$ cat config.mk
export PLATFORM = sky130hd
export DESIGN_NAME = menu_state_ctrl
export DESIGN_NICKNAME = d
export VERILOG_FILES = /design/src/rtl/menu_pkg.sv /design/src/rtl/btn_debounce.sv /design/src/rtl/menu_state_ctrl.sv
export SDC_FILE = /design/constraint.sdc
export NUM_CORES = 1
export LEC_CHECK = 0
export CAP_MARGIN = 40
export CORE_ASPECT_RATIO = 0.5
export CORE_MARGIN = 3
export CORE_UTILIZATION = 59
export DETAILED_ROUTE_END_ITERATION = 8
export PLACE_DENSITY_LB_ADDON = 0.3
export SLEW_MARGIN = 20
export SYNTH_ARGS = -nofsm -noshare
export SYNTH_HDL_FRONTEND = slang
export SYNTH_SLANG_ARGS = --single-unit
$ cat constraint.sdc
create_clock -name clk -period 2.41 [get_ports clk]
set_input_delay 0.3615 -clock clk [delete_from_list [all_inputs] [get_ports clk]]
set_output_delay 0.3615 -clock clk [all_outputs]
set_load 0.1 [all_outputs]
$ cat src/rtl/menu_pkg.sv
// Shared types and constants for the front-panel menu controller.
// Holds state encodings, button indices and small decode helpers.
package menu_pkg;

  localparam int ST_W = 3;
  typedef logic [ST_W-1:0] state_t;

  localparam state_t MENU_P1 = 3'd0;
  localparam state_t MENU_P2 = 3'd1;
  localparam state_t GAME_1P = 3'd2;
  localparam state_t GAME_2P = 3'd3;

  // Lower index wins when presses collide.
  localparam int BTN_N    = 4;
  localparam int BTN_BACK = 0;
  localparam int BTN_SEL  = 1;
  localparam int BTN_UP   = 2;
  localparam int BTN_DOWN = 3;

  // Keep only the lowest set bit, i.e. the highest-priority press.
  function automatic logic [BTN_N-1:0] pick_press(
    input logic [BTN_N-1:0] p
  );
    return p & (~p + 1'b1);
  endfunction

  function automatic logic is_menu(input state_t s);
    return (s == MENU_P1) || (s == MENU_P2);
  endfunction

  function automatic logic is_game(input state_t s);
    return (s == GAME_1P) || (s == GAME_2P);
  endfunction

endpackage

$ cat src/rtl/btn_debounce.sv
// One button path: 2-FF synchroniser, debounce counter, rising-edge pulse.
// Ports: clk, rst (async active-low), btn (raw async), press (1-cycle pulse).
module btn_debounce #(
  parameter int DEBOUNCE_CYCLES = 250000,
  parameter int CNT_W           = 18
) (
  input  logic clk,
  input  logic rst,
  input  logic btn,
  output logic press
);

  logic [1:0]       sync_q;
  logic             level;
  logic             level_q;
  logic [CNT_W-1:0] cnt;

  // cnt counts consecutive samples that differ from the accepted level.
  always_ff @(posedge clk or negedge rst) begin
    if (!rst) begin
      sync_q  <= '0;
      level   <= 1'b0;
      level_q <= 1'b0;
      cnt     <= '0;
    end else begin
      sync_q  <= {sync_q[0], btn};
      level_q <= level;
      if (sync_q[1] == level) begin
        cnt <= '0;
      end else if (cnt == CNT_W'(DEBOUNCE_CYCLES - 1)) begin
        level <= sync_q[1];
        cnt   <= '0;
      end else begin
        cnt <= cnt + 1'b1;
      end
    end
  end

  assign press = level & ~level_q;

endmodule

$ cat src/rtl/menu_state_ctrl.sv
// Menu/game FSM driving the VGA display state from four debounced buttons.
// Ports: clk, rst (async active-low), btn_up/down/sel/back (raw), vsync,
//   state[2:0], game_start (pulse), pending. Option: MENU_FRAME_SYNC_EN.
module menu_state_ctrl
  import menu_pkg::*;
#(
  parameter int DEBOUNCE_CYCLES = 250000,
  parameter int CNT_W           = 18
) (
  input  logic       clk,
  input  logic       rst,
  input  logic       btn_up,
  input  logic       btn_down,
  input  logic       btn_sel,
  input  logic       btn_back,
  input  logic       vsync,
  output logic [2:0] state,
  output logic       game_start,
  output logic       pending
);

  logic [BTN_N-1:0] raw;
  logic [BTN_N-1:0] press;
  logic [BTN_N-1:0] hot;
  state_t           next_state;
  state_t           ns_d;
  logic             load;

  assign raw[BTN_BACK] = btn_back;
  assign raw[BTN_SEL]  = btn_sel;
  assign raw[BTN_UP]   = btn_up;
  assign raw[BTN_DOWN] = btn_down;

  for (genvar i = 0; i < BTN_N; i++) begin : g_db
    btn_debounce #(
      .DEBOUNCE_CYCLES(DEBOUNCE_CYCLES),
      .CNT_W          (CNT_W)
    ) u_db (
      .clk  (clk),
      .rst  (rst),
      .btn  (raw[i]),
      .press(press[i])
    );
  end

  assign hot = pick_press(press);

  always_ff @(posedge clk or negedge rst) begin
    if (!rst) begin
      next_state <= MENU_P1;
    end else begin
      next_state <= ns_d;
    end
  end

  always_comb begin
    ns_d = next_state;
    case (next_state)
      MENU_P1: begin
        unique case (1'b1)
          hot[BTN_SEL]:  ns_d = GAME_1P;
          hot[BTN_UP],
          hot[BTN_DOWN]: ns_d = MENU_P2;
          default:       ns_d = next_state;
        endcase
      end
      MENU_P2: begin
        unique case (1'b1)
          hot[BTN_SEL]:  ns_d = GAME_2P;
          hot[BTN_UP],
          hot[BTN_DOWN]: ns_d = MENU_P1;
          default:       ns_d = next_state;
        endcase
      end
      GAME_1P,
      GAME_2P: begin
        if (hot[BTN_BACK]) ns_d = MENU_P1;
      end
      default: ns_d = MENU_P1;
    endcase
  end

`ifdef MENU_FRAME_SYNC_EN
  logic vsync_q;

  always_ff @(posedge clk or negedge rst) begin
    if (!rst) begin
      vsync_q <= 1'b1;
    end else begin
      vsync_q <= vsync;
    end
  end

  // Falling vsync edge: safe point to swap the displayed state.
  assign load = ~vsync & vsync_q;
`else
  logic vsync_unused;
  assign vsync_unused = vsync;
  assign load         = 1'b1;
`endif

  always_ff @(posedge clk or negedge rst) begin
    if (!rst) begin
      state      <= MENU_P1;
      game_start <= 1'b0;
    end else begin
      game_start <= load & is_menu(state) & is_game(next_state);
      if (load) state <= next_state;
    end
  end

  always_comb begin
    pending = (next_state != state);
  end

endmodule

# Word level (Yosys, flattened, before mapping)
# Index checks and enable logic that the tools add are counted.
# word_totals
register_bits	95
out_inout_bits	5
elab_cells	78
# classes
n_mux	12
n_bitwise	15
reduce_logical	11
add_sub_neg	5
eq_ne	16
# op_table
cell	n
$mux W18	8
$add A18 B1 Y18 const B	4
$eq A18 B18 Y1 const B	4
$pmux W3 S2	2
$pmux W3 S3	1
$not A1 Y1	8
$reduce_and A2 Y1	4
$eq A3 B1 Y1 const B	2
$eq A3 B2 Y1 const B	2
$logic_not A3 Y1	2
$ne A3 B3 Y1 const B	2
$and A1 B1 Y1	5
$add A4 B1 Y4 const B	1
$and A4 B4 Y4	1
$eq A1 B1 Y1	4
$not A4 Y4	1
$reduce_or A2 Y1	2
$mux W3	1
$ne A3 B3 Y1	1
$reduce_and A3 Y1	1
$logic_or A1 B1 Y1	2
$ne A2 B2 Y1 const B	1

# Depth between registers and ports, before layout
# Gate-level depths: netlist of the first run.
# depth
ltp_word	8
depth_mapped	6
mapped_depth_nobuf	5

# By module
# A second synthesis of the first run with hierarchy kept.
# unflattened
cells_unflattened	419
area_unflattened_um2	4475.5
# by_module_without_submodules
mod	cells_each	n_inst	area_per_inst_um2
btn_debounce at g_db[0].u_db ...	100	3	1061.0
btn_debounce at g_db[1].u_db	99	1	1076.0
menu_state_ctrl	20	1	216.5

# Worst setup path after synthesis of the first run
# OpenSTA, ideal clock, no wires.
# synth_timing
kind	register -> output
from	reg state[1]
to	out pending
path_buffers	0
t_required_ns	2.049
arrival_time_ns	1.732
stages_incl_launch_ff	3
setup_slack_ns	0.316
cell_sequence	dfrtp_1 -> xnor2_1 -> nand2_1
# synth_via
elab_chain_len	1
# synth_lines
item	line_no	text
start, declared	menu_state_ctrl.sv:17	output logic [2:0] state,
start signal, assigned	menu_state_ctrl.sv:108	if (load) state <= next_state;
$ne A3 B3 Y1	menu_state_ctrl.sv:113	pending = (next_state != state);
end, declared	menu_state_ctrl.sv:19	output logic pending
# Every way passes these cells.

# Worst setup path after layout of the first run
# layout_timing
from	reg g_db[2].u_db.cnt[10]
to	reg g_db[2].u_db.cnt[14]
# layout_via
elab_chain_len	3
# layout_lines
item	line_no	text
start, declared	btn_debounce.sv:16	logic [CNT_W-1:0] cnt;
start signal, assigned	btn_debounce.sv:34	cnt <= cnt + 1'b1;
$add A18 B1 Y18 / $eq A18 B18 Y1 (equally long branches)	btn_debounce.sv:34, btn_debounce.sv:30	
$mux W18 *	btn_debounce.sv:30	end else if (cnt == CNT_W'(DEBOUNCE_CYCLES - 1)) begin
$mux W18 *	btn_debounce.sv:28	if (sync_q[1] == level) begin
# Every way passes the cells marked *; elsewhere a longest branch is shown, timed or not.
# A chain may end at the register's enable or synchronous reset.

==> metrics.md, run 1 <==
| Metric | Value |
|---|---|
| Max incr delay on CP | ~0.5 ns |
| Skew-Pair Late Insertion Delay | around 0.34 ns |
| Register clock-pin slew on the reported worst setup and hold paths | 0.06 ns |
| Hold_buf cts | 0 |
| Final cell count without fillers | between 500 and 600 |
| Remaining routing DRC violations | 0 |
| Final setup margin | roughly 0.46 ns |
| Area of the multi-input gates | 0.00194 mm2 |
| FFs w/ async S/R, synth | 100% |
| Postcts setup bufs | 0 |
| #FFs+latches synth | 93 |
| Rows | 21 |
| First-pass GRT wire length | 14.7 mm |
| Commonest non-fill, non-tap cell in the layout | dfrtp_1 |
| FMAX | 512 MHz |
| Leading area contributor after synthesis | dfrtp_1 |
| CTS Buf Count | 9 |
| Slew Limit Fails | 0 |
| Status | finished, final reports clean |
| Routed len/inst | 15.5 um |
| 1st-pass router iterations | 4 |
| Initial DRC Count | 257 |
| Reg area | roughly 0.0023 mm2 |
| Setup TNS | 0 ns |
| Synth warn | 0 |
| P&R area growth vs syn | 13.0% |
| Ranking of synthesized cells by area | dfrtp_1, xnor2_1, nor2_1 |
| Final core occ | roughly 71% |
| Setup Viol. Count Final | 0 |
| Port bufs | 9 |
| Crit path max-delay cell type | o41ai_4 |
| Mapped Cells | about 410 |
| Power Density | between 600 and 700 mW/mm2 |
| Max-Cap Viols | 0 |
| Clock Tree Buf Depth | 2 |
| Post_cts resized | 0 |
| Final nets | approximately 450 |
| CP delay by family, top | simple AND/OR/NAND/NOR gates |
| CTS tree | yes |
| Setup CP Type | reg2reg |
| WP data required | between 2 and 3 ns |
| Tightest Pin Transition | roughly 0.57 ns |
| Syn avg cell area | roughly 11 um2 |
| Die Y | 66.8 um |
| DP Worst Slack | 0.477 ns |
| Most frequent cells in the layout | dfrtp_1, nor2_1, xnor2_1 |
| Hold crit path type | in2async |
| Grt ovf | 0 |
| Worst Path Max Fanout | 8 |
| Initial antenna violation count | 0 |
| Diodes inserted | 0 |
| Register area share after synthesis | roughly 53% |
| Die ar. | between 0.008 and 0.009 mm2 |
| Max VDD drop | about 0.00033 V |
| # IOs | 12 |
| Fin crit share | between 80% and 90% |
| Primary FF master, synth | dfrtp_1 |
| CP Data Arrival Time | approximately 2.2 ns |
| WL final | roughly 8.3 mm |
| Vias in the first global route | around 3300 |
| Core area | between 0.006 and 0.007 mm2 |
| Setup Skew | 0.00595 ns |
| Layout cells sized above 1 | roughly a tenth |
| Rel. slew slack | about three fifths |
| Worst-path cell chain | nor4_1 > nand4_1 > o41ai_4 > buf_4 > nor2_1 |
| HPWL Detailed | approximately 5.6 mm |
| Worst Setup End Kind | flop |
| Via Count | 3122 |
| Net Count, Synth | approximately 430 |
| Via density | about 6 |
| Leak | between 2 and 2.5 nW |
| EDFF count, synth | 0 |
| Top-area cell type share of the netlist area | 53.3% |
| Distinct cells, synth | 35 |
| Clock root cell | clkbuf_16 |
| Clock sink count | between 90 and 100 |
| Buf+Inv Stages, Crit Path | 1 |
| Total GRT Usage | 22.0% |
| Number of fill cells | ~480 |
| H-tree depth | 3 |
| Synthesized area | 0.00436 mm2 |
| Initial core utilization | between 60% and 70% |
| CP Launch Type | flop |
| Final ANT Viol Nets | 0 |
| Largest net degree at the start of global routing | 52 |
| GPL Wtd Cong | ~0.9 |
| Placed insts | between 500 and 600 |
| RSZ-0062 raised after global routing | false |
| Final Hold Vio Count | 0 |
| Worst reg2reg setup slack | about 0.46 ns |
| Period minus WS final | approximately 2 ns |
| Die Wd | roughly 130 um |
==> layer usage <==
| metal | up-vias | part of all wire, % | routed length, um | GRT usage, % |
|---|---|---|---|---|
| met5 | - | 0 | 0 | 0 |
| met2 | 62 | 52 | 4270 | 40.6 |
| li1 | 1494 | - | - | - |
| met1 | 1560 | 44 | 3600 | 25.1 |
| met4 | 0 | 0.74 | 61 | 3.97 |
| met3 | 6 | 4.1 | 336 | 8.01 |
==> layout make-up <==
type                    instances  share of cell area [%]
clock buffers                  10                    4.64
clock inverters                 6                    2.26
inverters                      13                   0.990
multi-input cells             300                    39.4
flip-flops and latches         93                    47.2
well taps                      92                    2.34
repair buffers                 18                    3.20
==> worst register-to-register path: stages, from the launching register on <==
cell	delay, ns
dfrtp_1	0.45
nor4_1	0.36
nand4_1	0.24
o41ai_4	0.49
buf_4	0.25
nor2_1	0.06
==> state kept, by name, summed over array words and instances, names as in the netlist <==
| signal | count |
|---|---|
| g_db.u_db.cnt | 72 |
| g_db.u_db.level | 4 |
| g_db.u_db.level_q | 4 |
| g_db.u_db.sync_q | 8 |
| game_start | 1 |
| next_state | 2 |
| state | 2 |
==> logic make-up after synthesis <==
kind of cell	count (synthesis)	share of synthesized area, %
compound gates	15	4.10
buf+inv	21	2.18
mux	5	1.26
xor+xnor	66	13.2
other cells	1	0.0860
flops	93	53.3
simple gates	209	24.6
fa+ha+maj	4	1.15
==> cell usage after synthesis, types with 2 or more instances <==
cell type   n
xor2_1     14
xnor2_1    52
or3_1       2
or2_2       2
nor4b_1     2
nor2_1     78
ha_1        4
dfrtp_1    93
o31ai_1     2
or4_1       4
nor4_1     33
o21ai_0     2
o41ai_4     4
nor2b_1     3
nand4_4     2
inv_1      13
nand2b_1    2
a211oi_1    2
and4_1      2
a21oi_1     4
buf_2       4
nand3_1    26
clkbuf_1    2
nand2_1    19
nor3_1     13
nand3b_1    3
nand4_1    16
mux2_2      4
==> power by group <==
| part | total, W | switching [W] | internal [W] |
|---|---|---|---|
| Sequential | 0.00161 | 0.0000208 | 0.00158 |
| Clock | 0.00158 | 0.000571 | 0.00101 |
| Combinational | 0.000115 | 0.0000748 | 0.0000399 |
==> through the flow <==
step / hold slack (ns) / cell area [um2] / total power, W
floorplan: 0.0659 / 4360 / 0.00169
global placement: 0.339 / 4590 / 0.00174
detailed placement: 0.338 / 4590 / 0.00175
CTS: 0.0307 / 4930 / 0.00334
global route: 0.0549 / 4930 / 0.00342
finish: 0.0186 / 4930 / 0.00330
==> worst paths after layout <==
check / startpoint / endpoint / depth (start not counted)
min in group clk: g_db[0].u_db.sync_q[0]$_DFF_PN0_ / g_db[0].u_db.sync_q[1]$_DFF_PN0_ / 0
max in group asynchronous: rst / g_db[0].u_db.cnt[15]$_DFF_PN0_ / 2
min: rst / g_db[2].u_db.cnt[13]$_DFF_PN0_ / 1
min reg2reg: g_db[0].u_db.sync_q[0]$_DFF_PN0_ / g_db[0].u_db.sync_q[1]$_DFF_PN0_ / 0
max reg2reg: g_db[2].u_db.cnt[10]$_DFF_PN0_ / g_db[2].u_db.cnt[14]$_DFF_PN0_ / 5
max: g_db[2].u_db.cnt[10]$_DFF_PN0_ / g_db[2].u_db.cnt[14]$_DFF_PN0_ / 5
Power figures use the tool's default switching activity.
==> inputs of run 2 (changes only) <==
--- a/config.mk
+++ b/config.mk
@@ -8,7 +8,7 @@
 export CAP_MARGIN = 40
 export CORE_ASPECT_RATIO = 0.5
 export CORE_MARGIN = 3
-export CORE_UTILIZATION = 59
+export CORE_UTILIZATION = 55
 export DETAILED_ROUTE_END_ITERATION = 8
 export PLACE_DENSITY_LB_ADDON = 0.3
 export SLEW_MARGIN = 20
==> constraint.sdc (replaced) <==
create_clock -name clk -period 1.55 [get_ports clk]
set_input_delay 0.2325 -clock clk [delete_from_list [all_inputs] [get_ports clk]]
set_output_delay 0.2325 -clock clk [all_outputs]
set_load 0.1 [all_outputs]
==> run 2 against run 1 <==
The run now ends with negative setup slack left. Wire length rose by 59%. Sequential share of layout area fell by 9.2 points. Combinational power rose to 2.7 times the previous value. Power rose by 53%. Hold slack improved by 0.21 ns. Clock power rose by 41%. Register-to-register slack got worse by 0.74 ns. Cell area rose by 25%. Non-clock buffer count rose by 82. Global-route usage rose by 3.1 points. Largest cell class is now multi-input combinational cells. Largest power group unchanged. Highest routed layer is now met5.
==> metrics.md, run 2 (same netlist as run 1, synthesis figures left out) <==
| Metric | Value |
|---|---|
| Status | finished with violations |
| Failing checks | negative setup slack |
| 1st-pass router iterations | 5 (+1) |
| Port bufs | 9 (unchanged) |
| Hold slack | 0.231 ns (+0.212 ns) |
| R2R Path End | g_db[3].u_db.level$_DFFE_PN0P_ |
| Crit path max-delay cell type | dfrtp_2 |
| Largest net degree at the start of global routing | 53 (+1.9%) |
| Layout cells sized above 1 | 41.2% (+32 points) |
| Worst-path cell chain | nor4bb_2 > nand2_1 > buf_4 > nor4_4 > mux2_4 |
| Post-Route M1 WL | 4.95 mm (+38%) |
| Worst Path Max Fanout | 3 (-5) |
| Via density | 6.21 (+5.8%) |
| Critical Path End | g_db[3].u_db.level$_DFFE_PN0P_ |
| Initial antenna violation count | 1 (+1) |
| Die ar. | 0.00910 mm2 (+6.8%) |
| Leak | 2.49 nW (+22%) |
| CP Launch Type | flop |
| RSZ-0062 raised after global routing | true |
| Skew-Pair Late Insertion Delay | 0.34 ns (about the same) |
| WP data required | 1.77 ns (-0.87 ns) |
| CTS tree | yes |
| First-pass GRT wire length | 18.1 mm (+23%) |
| Max incr delay on CP | 0.42 ns (-0.07 ns) |
| Worst reg2reg setup slack | -0.28 ns (-0.74 ns) |
| Routed len/inst | 20.9 um (+35%) |
| Launch point of the worst reg-to-reg path | g_db[3].u_db.cnt[8]$_DFF_PN0_ |
| Slew Limit Fails | 0 (unchanged) |
| Clock sink count | 93 (unchanged) |
| DR WL met2 | 6.82 mm (+60%) |
| Final Hold Vio Count | 0 (unchanged) |
| FMAX | 546 MHz (+6.6%) |
| Stages on the worst setup path | 5 (unchanged) |
| Number of fill cells | 365 (-23%) |
| Setup Skew | 0.00807 ns (+0.00212 ns) |
| Via Count | 3911 (+25%) |
| Power Density | 820 mW/mm2 (+22%) |
| Rows | 22 (+4.8%) |
| CP Data Arrival Time | 2.05 ns (-0.13 ns) |
| Vias in the first global route | 3780 (+16%) |
| GPL Wtd Cong | 0.865 (-2.4%) |
| Final setup margin | -0.281 ns (-0.740 ns) |
| Total GRT Usage | 25.1% (+3.1 points) |
| CTS Buf Count | 9 (unchanged) |
| H-tree depth | 3 (unchanged) |
| Final ANT Viol Nets | 0 (unchanged) |
| Placed Area | 0.00521 mm2 (+13%) |
| HPWL Detailed | 6.67 mm (+19%) |
| Max VDD drop | 0.000697 V (+110%) |
| Most frequent cells in the layout | dfrtp_1, buf_4, xnor2_1 |
| Final core occ | 81.8% (+10 points) |
| Fin crit share | 118% (+37 points) |
| Clock Tree Buf Depth | 2 (unchanged) |
| Reg with most FFs | g_db.u_db.cnt |
| Post-Layout Inst Area | 0.00615 mm2 (+25%) |
| Final nets | 528 (+18%) |
| Initial DRC Count | 330 (+28%) |
| Setup Viol. Count Final | 76 (+76) |
| Remaining routing DRC violations | 0 (unchanged) |
| Grt ovf | 0 (unchanged) |
| Core area | 0.00751 mm2 (+8.7%) |
| Hold crit path type | in2async |
| Die Wd | 132 um (+3.4%) |
| P&R area growth vs syn | 40.9% |
| Launch point of the critical path | g_db[3].u_db.cnt[8]$_DFF_PN0_ |
| Clock root cell | clkbuf_16 |
| Period minus WS final | 1.83 ns (-0.120 ns) |
| Buf+Inv Stages, Crit Path | 1 (unchanged) |
| WL final | 13.2 mm (+59%) |
| Biggest regs | g_db.u_db.cnt x72, g_db.u_db.sync_q x8 |
| Met3 wire length | 847 um (+150%) |
| Setup CP Type | reg2reg |
| # IOs | 12 (unchanged) |
| Register clock-pin slew on the reported worst setup and hold paths | 0.07 ns (about the same) |
| Die Y | 69.0 um (+3.3%) |
| Initial core utilization | 58.1% (-5.1 points) |
| CP delay by family, top | simple AND/OR/NAND/NOR gates |
| DR top layer | met5 |
| Max FFs per register | 72 (unchanged) |
| Diodes inserted | 0 (unchanged) |
| Reg2Reg Depth | 5 (unchanged) |
| Commonest non-fill, non-tap cell in the layout | dfrtp_1 |
| Worst Setup End Kind | flop |
| Max-Cap Viols | 0 (unchanged) |
[run 2: cell count changes in the layout (fill, tap and decap cells not counted), sizes merged]
| cell | previous run | this run |
|---|---|---|
| clkinvlp | 1 | 3 |
| buf | 14 | 95 |
| bufinv | 3 | 1 |
| dlygate4sd3 | 0 | 1 |
[run 2: repair_timing]
item / in CTS / in global routing
pin swaps: 39 / 17
gates resized for setup: 72 / 56
hold endpoints to repair: 93 / 0
setup endpoints to repair: 76 / 76
hold buffers: 1 / 0
buffers inserted: 10 / 6
gates cloned: 3 / 0
[run 2: report_power, final]
part / internal (W) / switching (W) / total [W]
Combinational: 0.000129 / 0.000183 / 0.000312
Clock: 0.00129 / 0.000934 / 0.00222
Sequential: 0.00246 / 0.0000443 / 0.00251
Total: 0.00388 / 0.00116 / 0.00504
[run 2: worst min path at each step]
stage / startpoint / endpoint / slack, ns
after global routing: rst / g_db[0].u_db.cnt[9]$_DFF_PN0_ / 0.25
final: rst / g_db[0].u_db.cnt[9]$_DFF_PN0_ / 0.23
after floorplan: rst / g_db[0].u_db.cnt[0]$_DFF_PN0_ / -0.06
after CTS: rst / g_db[0].u_db.cnt[9]$_DFF_PN0_ / 0.23
after detailed placement: rst / g_db[0].u_db.cnt[9]$_DFF_PN0_ / 0.04
after global placement: rst / g_db[0].u_db.cnt[9]$_DFF_PN0_ / 0.04
[run 2: cell type report]
cell class,count,area (um2),area share (%)
inverter,13,48.8,0.794
tap,108,135,2.20
multi-input combinational,300,2430,39.5
clock inverter,6,62.6,1.02
timing repair buffer,100,898,14.6
sequential,93,2330,38.0
clock buffer,10,239,3.89
[run 2: through the flow]
stage               cells  setup TNS, ns  power, W  worst slack (ns)
detailed placement    594          -7.11   0.00276            -0.219
global route          630         -16.63   0.00516            -0.329
CTS                   624          -5.11   0.00498            -0.131
floorplan             414          -5.69   0.00264            -0.220
global placement      594          -3.12   0.00274            -0.116
finish                630         -11.59   0.00504            -0.281
[run 2: per-layer routing]
metal / global-route usage [%] / vias to the layer above
met1: 28.2 / 1976
met3: 5.29 / 62
li1: - / 1664
met4: 10.6 / 2
met5: 0 / -
met2: 48.2 / 207
==> inputs of run 3 (changes only) <==
--- a/config.mk
+++ b/config.mk
@@ -5,10 +5,11 @@
 export SDC_FILE = /design/constraint.sdc
 export NUM_CORES = 1
 export LEC_CHECK = 0
+export ABC_AREA = 1
 export CAP_MARGIN = 40
 export CORE_ASPECT_RATIO = 0.5
 export CORE_MARGIN = 3
-export CORE_UTILIZATION = 55
+export CORE_UTILIZATION = 59
 export DETAILED_ROUTE_END_ITERATION = 8
 export PLACE_DENSITY_LB_ADDON = 0.3
 export SLEW_MARGIN = 20
==> constraint.sdc (replaced) <==
create_clock -name clk -period 1.78 [get_ports clk]
set_input_delay 0.267 -clock clk [delete_from_list [all_inputs] [get_ports clk]]
set_output_delay 0.267 -clock clk [all_outputs]
set_load 0.1 [all_outputs]
==> run 3 against run 2 <==
The run now ends clean. Cell area fell by 12%. Sequential cell count did not move. Non-clock buffer count fell by 86. Area after synthesis rose by 10%. Register-to-register slack improved by 0.50 ns. Clock skew rose by 0.00050 ns. Die area rose by 2.5%. Global-route usage fell by 2.8 points. Sequential power fell by 14%. Wire length fell by 26%. Critical endpoint is now pending.
==> metrics.md, run 3 <==
| Metric | Value |
|---|---|
| RSZ-0062 raised after global routing | false |
| Placed Area | 0.00509 mm2 (-2.2%) |
| Setup Viol. Count Final | 0 (-100%) |
| Largest net degree at the start of global routing | 33 (-38%) |
| Distinct cells, synth | 29 (-17%) |
| Reg with most FFs | g_db.u_db.cnt |
| Switching power | 0.000983 W (-15%) |
| DP Worst Slack | 0.254 ns (+0.473 ns) |
| Synth warn | 0 (unchanged) |
| #FFs+latches synth | 93 (unchanged) |
| Max-Cap Viols | 0 (unchanged) |
| WP data required | 1.51 ns (-0.26 ns) |
| First-pass GRT wire length | 16.9 mm (-6.8%) |
| Hold crit path type | reg2reg |
| Clock Tree Buf Depth | 2 (unchanged) |
| Max incr delay on CP | 0.50 ns (+0.08 ns) |
| Port bufs | 9 (unchanged) |
| CP Data Arrival Time | 1.36 ns (-0.69 ns) |
| Initial DRC Count | 356 (+7.9%) |
| Die ar. | 0.00933 mm2 (+2.5%) |
| Sw Ratio | 22.3% (-0.75 points) |
| Launch point of the critical path | state[1]$_DFF_PN0_ |
| Worst Path Max Fanout | 3 (unchanged) |
| Max VDD drop | 0.000482 V (-31%) |
| Clock sink count | 93 (unchanged) |
| Final ANT Viol Nets | 0 (unchanged) |
| Grt ovf | 0 (unchanged) |
| R2R Path End | g_db[0].u_db.cnt[16]$_DFF_PN0_ |
| # IOs | 12 (unchanged) |
| Power Density | 812 mW/mm2 (-0.98%) |
| Combinational power share | 3.3% (-2.9 points) |
| H-tree depth | 3 (unchanged) |
| Critical Path End | pending |
| Mapped Cells | 617 (+49%) |
| Via density | 5.21 (-16%) |
| Skew-Pair Late Insertion Delay | 0.35 ns (about the same) |
| Final setup margin | 0.149 ns (+0.430 ns) |
| Net Count, Synth | 628 (+48%) |
| Register area share after synthesis | 48.4% (-4.9 points) |
| Vias in the first global route | 3678 (-2.7%) |
| Primary FF master, synth | dfrtp_1 |
| Leading area contributor after synthesis | dfrtp_1 |
| CTS Buf Count | 9 (unchanged) |
| Initial antenna violation count | 0 (-1) |
| Sequential Power Share | 49.1% (-0.6 points) |
| Top-area cell type share of the netlist area | 48.4% (-4.9 points) |
| Routed len/inst | 12.9 um (-38%) |
| Postcts setup bufs | 0 (-10) |
| Worst Setup End Kind | output port |
| Post-Layout Inst Area | 0.00543 mm2 (-12%) |
| Ranking of synthesized cells by area | dfrtp_1, nor2_1, nand2_1 |
| Core area | 0.00760 mm2 (+1.1%) |
| Area of the multi-input gates | 0.00224 mm2 (-7.7%) |
| Total GRT Usage | 22.3% (-2.8 points) |
| EDFF count, synth | 0 (unchanged) |
| Rows | 22 (unchanged) |
| Most frequent cells in the layout | nor2_1, nand2_1, dfrtp_1 |
| Reg2Reg Depth | 8 (+3) |
| Die Wd | 134 um (+1.3%) |
| Clock root cell | clkbuf_16 |
| Diodes inserted | 0 (unchanged) |
| 1st-pass router iterations | 5 (unchanged) |
| Slew Limit Fails | 0 (unchanged) |
| FMAX | between 600 and 700 MHz |
| Leak | 2.36 nW (-5.3%) |
| Layout cells sized above 1 | 8.68% (-33 points) |
| Biggest regs | g_db.u_db.cnt x72, g_db.u_db.sync_q x8 |
| Top-count cell post-synth | nor2_1 |
| Pint | 0.00342 W (-12%) |
| Worst-path cell chain | nor2_1 > nand3b_1 > buf_12 |
| Status | finished, final reports clean |
| Remaining routing DRC violations | 0 (unchanged) |
| FFs w/ async S/R, synth | 100% (unchanged) |
| GPL Wtd Cong | 0.941 (+8.8%) |
| Syn avg cell area | 7.79 um2 (-26%) |
| Max FFs per register | 72 (unchanged) |
| Post_cts resized | 0 (-100%) |
| Reg area | 0.00233 mm2 (about the same) |
| CP Launch Type | flop |
| Launch point of the worst reg-to-reg path | g_db[0].u_db.cnt[0]$_DFF_PN0_ |
| Setup Skew | 0.00858 ns (+0.000504 ns) |
| Post-synth top cells | nor2_1, nand2_1, dfrtp_1 |
| Setup CP Type | reg2out |
| Worst reg2reg setup slack | 0.22 ns (+0.50 ns) |
| Via Count | 3924 (+0.33%) |
| WL final | 9.71 mm (-26%) |
| P&R area growth vs syn | 13.0% |
| Number of fill cells | 590 (+62%) |
| Die Y | 69.8 um (+1.2%) |
| HPWL Detailed | 6.99 mm (+4.8%) |
| Initial core utilization | 63.2% (+5.2 points) |
| Final nets | 651 (+23%) |
| Hold slack | 0.349 ns (+0.118 ns) |
| Register clock-pin slew on the reported worst setup and hold paths | 0.07 ns (about the same) |
| CTS tree | yes |
| Period minus WS final | approximately 1.6 ns |
| Synthesized area | 0.00480 mm2 (+10%) |
| Fin crit share | about 92% |
| Hold_buf cts | 1 (unchanged) |
| Commonest non-fill, non-tap cell in the layout | nor2_1 |
| Clock share of power | 47.6% (+3.5 points) |
| Final Hold Vio Count | 0 (unchanged) |
| Crit path max-delay cell type | dfrtp_4 |
run 3: cell types whose count changed after synthesis, sizes merged, moves of 6 or more:
cell	delta
and2	+8
nand3	+20
xor2	+16
nor4	-33
inv	+47
o21ai	+6
nand2	+112
nor2	+98
xnor2	-44
run 3: how the worst min path moves through the flow:
| stage | startpoint | endpoint | slack, ns | cells after the start |
|---|---|---|---|---|
| final | g_db[2].u_db.sync_q[0]$_DFF_PN0_ | g_db[2].u_db.sync_q[1]$_DFF_PN0_ | 0.35 | 0 |
| after CTS | btn_up | g_db[2].u_db.sync_q[0]$_DFF_PN0_ | 0.35 | 1 |
| after global placement | rst | g_db[2].u_db.cnt[2]$_DFF_PN0_ | 0.20 | 1 |
| after floorplan | rst | g_db[0].u_db.cnt[0]$_DFF_PN0_ | -0.03 | 0 |
| after global routing | btn_sel | g_db[1].u_db.sync_q[0]$_DFF_PN0_ | 0.36 | 1 |
| after detailed placement | rst | g_db[2].u_db.cnt[2]$_DFF_PN0_ | 0.20 | 1 |
run 3: logic make-up (layout without fill, tap and decap cells):
family	after synthesis	in the layout	share of synthesized area, %
and+or+nand+nor	399	399	36.1
DFF	93	93	48.4
buffers and inverters	62	90	4.92
xor gates and xnor gates	38	38	7.08
AOI/OAI and AO/OA	20	20	2.32
adders and majority gates	4	4	1.04
other	1	1	0.0781
run 3: through the flow:
step | util [%] | instances | TNS [ns] | total power, W
after floorplan | - | 617 | -0.0163 | 0.00227
after global placement | 67.0 | 736 | 0 | 0.00235
after detailed placement | 67.0 | 736 | 0 | 0.00235
after CTS | 71.4 | 753 | 0 | 0.00444
after global routing | 71.4 | 753 | 0 | 0.00454
final | 71.4 | 753 | 0 | 0.00441
run 3: worst max-delay path, delay by kind of cell, from the launching register on:
kind	cells	cell delay [ns]
simple gates	2	0.32
buf+inv	1	0.19
flops	1	0.50
run 3: layer usage:
metal  vias to the layer above  GRT usage (%)  routed length [um]
met4                         0           5.93                  86
met5                         -              0                   0
met1                      1801           31.2                4700
met3                        14           5.94                 611
li1                       1985              -                   -
met2                       124           34.7                4310
run 3: final cells by class:
cell class,instances,share of cell area [%]
clock buffer,9,4.15
clock inverter,7,1.82
inverter,60,4.15
multi-input combinational,462,41.3
sequential,93,43.0
tap,108,2.49
timing repair buffer,14,3.09
run 3: power groups by stage:
stage                     Sequential (W)  Combinational [W]  Clock [W]
after floorplan                  0.00220          0.0000714          0
after global placement           0.00220           0.000146          0
after detailed placement         0.00221           0.000149          0
after CTS                        0.00216           0.000151    0.00212
after global routing             0.00217           0.000169    0.00221
final                            0.00216           0.000147    0.00210
